<file path="src/rtl/uart_rx_frame_parser.sv">
// rtl/uart_rx_frame_parser.sv - drains the UART rx FIFO and decodes SOF/LEN/PAYLOAD/CHK frames
// Payload bytes leave on a valid/ready stream; each frame ends in a frame_ok or frame_err pulse.
module uart_rx_frame_parser #(
  parameter int         data_size = 8,
  parameter int         MAX_LEN   = 255,
  parameter logic [7:0] SOF       = 8'h7E,
  parameter int         TIMEOUT   = 100000
) (
  input  logic                 clk,
  input  logic                 reset_n,
  input  logic                 rx_empty,
  input  logic [data_size-1:0] r_data,
  output logic                 rd_uart,
  output logic [7:0]           m_data,
  output logic                 m_valid,
  output logic                 m_last,
  input  logic                 m_ready,
  output logic                 frame_ok,
  output logic                 frame_err,
  output logic [1:0]           err_code,
  output logic [7:0]           frame_len
);

  localparam int TW = $clog2(TIMEOUT + 1);

  typedef enum logic [1:0] {IDLE, LEN, PAYLOAD, CHK} state_t;

  state_t         state;
  logic           pend;
  logic [7:0]     acc;
  logic [7:0]     count;
  logic [7:0]     len_q;
  logic [TW-1:0]  timer;

  logic           stalled;
  logic           handshake;
  logic           timer_run;
  logic [7:0]     byte_in;
  logic [7:0]     sum;

  assign byte_in   = r_data[7:0];
  assign sum       = acc + byte_in;
  assign handshake = m_valid && m_ready;
  assign stalled   = m_valid && !m_ready;
  // Gated by reset_n so no FIFO byte is popped and lost while the parser is held in reset.
  assign rd_uart   = reset_n && !rx_empty && !pend && (state != PAYLOAD || !stalled);
  assign timer_run = (state != IDLE) && !pend && !stalled;

  always_ff @(posedge clk) begin
    if (!reset_n) begin
      state     <= IDLE;
      pend      <= 1'b0;
      acc       <= 8'd0;
      count     <= 8'd0;
      len_q     <= 8'd0;
      timer     <= '0;
      m_data    <= 8'd0;
      m_valid   <= 1'b0;
      m_last    <= 1'b0;
      frame_ok  <= 1'b0;
      frame_err <= 1'b0;
      err_code  <= 2'd0;
      frame_len <= 8'd0;
    end else begin
      pend      <= rd_uart;
      frame_ok  <= 1'b0;
      frame_err <= 1'b0;

      if (handshake) begin
        m_valid <= 1'b0;
        m_last  <= 1'b0;
      end

      if (state == IDLE || pend)
        timer <= '0;
      else if (timer_run)
        timer <= timer + 1'b1;

      // A capture wins over a timeout landing in the same cycle.
      if (pend) begin
        case (state)
          IDLE: begin
            if (byte_in == SOF) begin
              acc   <= 8'd0;
              state <= LEN;
            end
          end
          LEN: begin
            if (byte_in == 8'd0 || int'(byte_in) > MAX_LEN) begin
              frame_err <= 1'b1;
              err_code  <= 2'd1;
              state     <= IDLE;
            end else begin
              len_q <= byte_in;
              count <= byte_in;
              acc   <= byte_in;
              state <= PAYLOAD;
            end
          end
          PAYLOAD: begin
            m_data  <= byte_in;
            m_valid <= 1'b1;
            m_last  <= (count == 8'd1);
            acc     <= sum;
            count   <= count - 8'd1;
            if (count == 8'd1)
              state <= CHK;
          end
          CHK: begin
            if (sum == 8'd0) begin
              frame_ok <= 1'b1;
            end else begin
              frame_err <= 1'b1;
              err_code  <= 2'd2;
            end
            frame_len <= len_q;
            state     <= IDLE;
          end
          default: state <= IDLE;
        endcase
      end else if (timer_run && timer == TW'(TIMEOUT - 1)) begin
        frame_err <= 1'b1;
        err_code  <= 2'd3;
        state     <= IDLE;
      end
    end
  end

endmodule

</file>
<file path="config.mk">
export PLATFORM = sky130hd
export DESIGN_NAME = uart_rx_frame_parser
export DESIGN_NICKNAME = d
export VERILOG_FILES = /design/src/rtl/uart_rx_frame_parser.sv
export SDC_FILE = /design/constraint.sdc
export NUM_CORES = 1
export LEC_CHECK = 0
export CORE_UTILIZATION = 40
export CTS_CLUSTER_SIZE = 24
export DETAILED_ROUTE_END_ITERATION = 8
export SYNTH_ARGS = -nofsm -noshare
export SYNTH_HDL_FRONTEND = slang
export SYNTH_SLANG_ARGS = --single-unit
</file>
<file path="constraint.sdc">
create_clock -name clk -period 3.15 [get_ports clk]
set_clock_uncertainty 0.1 [all_clocks]
set_input_delay 0.4725 -clock clk [delete_from_list [all_inputs] [get_ports clk]]
set_output_delay 0.4725 -clock clk [all_outputs]
set_load 0.03 [all_outputs]
</file>
[Word level (Yosys, flattened, before mapping)]
Cells that the tools add are included.
Word-level totals
  flip-flop bits (word level): 66
  bits of input ports: 12
  output and inout bits: 23
  word-level logic and storage cells: 89
Operators by class
  add/sub/neg operators: 3
  equality and inequality tests: 14
  muxes and demuxes: 27
  bitwise operators: 2
  reductions and logical operators: 30
Operators with widths (count)
  one-hot mux 8 bit (3 select lines): 1
  two-way mux 2 bit: 9
  adder 17 x 1 -> 17 bit, second input constant: 1
  equality test 17 bit, second input constant: 1
  logical NOT 8 bit: 2
  two-way mux 8 bit: 2
  one-hot mux 8 bit (2 select lines): 1
  AND reduction 3 bit: 4
  two-way mux 1 bit: 11
  inequality test 3 bit, second input constant: 3
  adder 8 bit: 1
  equality test 8 x 1 -> 1 bit, second input constant: 1
  equality test 8 x 7 -> 1 bit, second input constant: 1
  logical AND 1 bit: 8
  one-hot mux 2 bit (4 select lines): 1
  AND reduction 4 bit: 2
  subtractor 8 x 1 -> 8 bit, second input constant: 1
  nonzero test 2 bit: 3
  equality test 2 bit, second input constant: 2
  logical NOT 1 bit: 4
  inequality test 2 bit, second input constant: 2
  one-hot mux 2 bit (2 select lines): 1
  AND reduction 2 bit: 2
  inequality test 3 x 1 -> 1 bit, second input constant: 1
  other kinds (9): 11

[Depth between registers and ports, before layout]
  word-level depth: 7
  gate-level depth with buffers: 9
  depth with buffers taken out: 9

[Worst setup path after synthesis]
OpenSTA, ideal clock, no wires.
  kind: input to register
  start point: input port r_data[0]
  end point: register err_code[1]
  library setup time: 0.122 ns
  arrival time: 2.071 ns
  setup slack: 0.857 ns
  cell stages on the path: 9
  buffers on the path: 0
  path through: ha_1 inv_1 fa_1 nor2b_1 o22ai_1 xnor2_1 nor4_2 nand2_1 o311a_1
Between the ends
  longest elaborated chain between the ends: 4
  elaborated cells on any way between the ends: 6
  classes of those cells: add/sub: 1; eq/ne: 2; reduce/logical: 3
RTL lines
  start: declaration: RTL line 12  | input logic [data_size-1:0] r_data,
  adder 8 bit: RTL line 42  | assign sum = acc + byte_in;
  logical NOT 8 bit: RTL line 110  | if (sum == 8'd0) begin
  inequality test 3 bit (no source line)
  AND reduction 4 bit (no source line) *
  end signal: assignment: RTL line 62  | err_code <= 2'd0;
  end signal: assignment: RTL line 114  | err_code <= 2'd2;
  end signal: assignment: RTL line 123  | err_code <= 2'd3;
  end: declaration: RTL line 20  | output logic [1:0] err_code,
Every way passes the cells marked *; elsewhere a longest branch is shown, timed or not.
A chain may end at the register's enable or synchronous reset.

[Worst setup path in the final report]
Same ends and word-level chain as after synthesis.

==> run metrics <==
n_diodes=0; Crit Path Class=in2reg; nature of the critical path startpoint=primary input; port bufs=34; yosys warns=0; Pwr per Cell Area=between 400 and 500 nW/µm²; fmax=380 MHz; WL/cell=roughly 15 µm; post-DP HPWL=between 5000 and 6000 µm; Hold Buf Count CTS=0; Layout area overhead=19.9%; Die Y=95.1 µm; DRT antenna net count=0; die area=approximately 9000 µm²; cells after synthesis=a little over 400; sequential fraction of the synthesis area=between 30% and 40%; VDD IR-drop max=between 0.2 and 0.25 mV; register area=~1300 µm²; GR Util All Layers=between 15 and 20%; fin area=4160 µm²; vias per cell=between 5 and 6; Synth area leaders=dfxtp_1, nand2_1, ha_1, a21boi_0, xor2_1; global-route wire length before repair=~14,000 µm; Post-Syn Area=~3500 µm²; largest net degree at the start of global routing=54; initial core utilization=41.8%; FF+latch count, synth=66; clk root buf=clkbuf_8; CTS Buffer Depth=2; Via Count=slightly below 3,000; drt total wl=8300 µm; Critical Path End Type=flop; clock period minus worst slack=2630 ps; most frequent cell after synthesis=dfxtp_1; Crit path required time=approximately 3300 ps; Clk Latency, worst-skew pair=between 300 and 400 ps; setup violators final=0; Core Region=~8300 µm²; largest area contributor in the netlist=dfxtp_1; Post-DP Area=roughly 4000 µm²; Num CTS Buffers=9; multi-input logic area=2020 µm²; final worst path period share=between 80% and 90%; EDFF count, synth=0; Ports=35; Routability Congestion=roughly 0.8; DRT iter0 DRCs=about 120; Yosys cell types=57; initial antenna violation count=0; die width=95.1 µm; std cell rows=33; Hold Fails Final Rpt=0; vias in the first global route=2,869; crit-path max FO=3; status=finished, final reports clean; CTS sink cnt=66; CTS H-tree depth=3; share of layout cells above drive strength 1=9.05%; Hold WC Path Type=reg2reg; commonest cells in the netlist=dfxtp_1, nand2_1, nor2_1; Reg clk slew, reported paths=about 70 ps; post-synth top area share=a little under two fifths; GR Overflow Total=0; dominant synthesized flop cell=dfxtp_1; Post-CTS Resized=0; Max-slew headroom=between 20 and 30%; # fillers=between 700 and 800; Max Cap Violations=0; Setup Fix Bufs, Post-CTS=0; FFs w/ async S/R, synth=0%; drt drc=0; drt first pass iters=4; setup TNS=0 ps; Least-Margin Pin Slew=~1100 ps; Mean Syn Cell Area=around 8.5 µm²; Arr. time, crit path=about 2800 ps; Post-Syn Nets=approximately 440; RSZ-0062 raised after global routing=no; fin. max-slew vios=0; Pleak=1.39 nW; nets@finish=around 480; CTS tree=yes
area by class of cell:
class                   instances  area share (%)
multi-input cells             311            48.6
well taps                     105            3.16
inverters                      15            1.35
flip-flops and latches         66            31.8
clock buffers                  11            3.40
repair buffers                 45            10.1
clock inverters                 5            1.54
flip-flops by register name (all words and copies together) (netlist names):
signal / cells
acc: 8
count: 8
err_code: 2
frame_err: 1
frame_len: 8
frame_ok: 1
len_q: 8
m_data: 8
m_last: 1
m_valid: 1
pend: 1
state: 2
timer: 17
placed cells by master (no fill, tap or decap), types with 3 or more instances in the layout:
cell             Yosys  layout
a21boi_0            19      19
a21boi_1             7       7
a21oi_1             18      18
a22o_1               4       4
and2_1               4       4
and3_1               3       3
buf_4                1      12
clkbuf_8             0      10
clkdlybuf4s50_1      0      33
clkinv_4             0       3
dfxtp_1             66      66
ha_1                15      15
inv_1               15      15
mux2i_1              8       8
nand2_1             61      61
nand3_1             21      21
nand4_1              7       7
nor2_1              32      32
nor2b_1             14      14
nor3_1               6       6
o21a_1               5       5
o21ai_0             12      12
o21ai_1              7       7
o22ai_1              3       3
or3_1                4       4
xnor2_1              6       6
xor2_1              14      14
where the power goes:
part           switching, mW  internal, mW  leakage (nW)
Sequential           0.00372         0.835         0.532
Clock                  0.338         0.391        0.0997
Combinational         0.0549        0.0436         0.754
Total                  0.397          1.27          1.39
stage by stage:
stage               hold WS [ps]  setup slack [ps]  cells  power (mW)  utilization (%)
floorplan                    339               857    408       0.907                -
global placement             351               219    542       0.957             47.6
detailed placement           357               174    542       0.957             47.6
CTS                          364               521    558        1.69             50.1
global route                 379               362    558        1.73             50.1
finish                       363               519    558        1.67             50.1
path summary, 6_finish.rpt:
check	start	end	slack (ps)	cells after the start
worst min register to register	acc[4]$_SDFFE_PN0P_	acc[4]$_SDFFE_PN0P_	360	2
worst min-delay path	acc[4]$_SDFFE_PN0P_	acc[4]$_SDFFE_PN0P_	360	2
worst max-delay path	r_data[0]	err_code[1]$_SDFFE_PN0P_	520	10
worst max register to register	acc[0]$_SDFFE_PN0P_	err_code[1]$_SDFFE_PN0P_	820	9
logic make-up (layout without fill, tap and decap cells):
| logic type | count (synthesis) | count (layout) | share of synthesized area [%] |
|---|---|---|---|
| AND/OR/NAND/NOR | 169 | 169 | 24.7 |
| AO/OA/AOI/OAI | 97 | 97 | 19.9 |
| flip-flops | 66 | 66 | 38.1 |
| buffers and inverters | 31 | 76 | 3.54 |
| XOR/XNOR | 20 | 20 | 5.05 |
| adder cells (fa/ha/maj) | 16 | 16 | 5.99 |
| multiplexers | 9 | 9 | 2.64 |
metal layers:
layer	GRT usage (%)	vias up	share of wire [%]
li1	-	1507	-
met1	26.6	1421	49
met2	32.6	46	48
met3	4.07	8	2.9
met4	5.30	0	0.94
met5	0	-	0
critical path: stages:
cell,delay (ps)
clkdlybuf4s50_1,490
ha_1,190
inv_1,60
fa_1,390
nor2b_1,210
o22ai_1,130
xnor2_1,170
nor4_2,220
nand2_1,120
o311a_1,290
No activity file was read; power rests on OpenSTA's default activity.
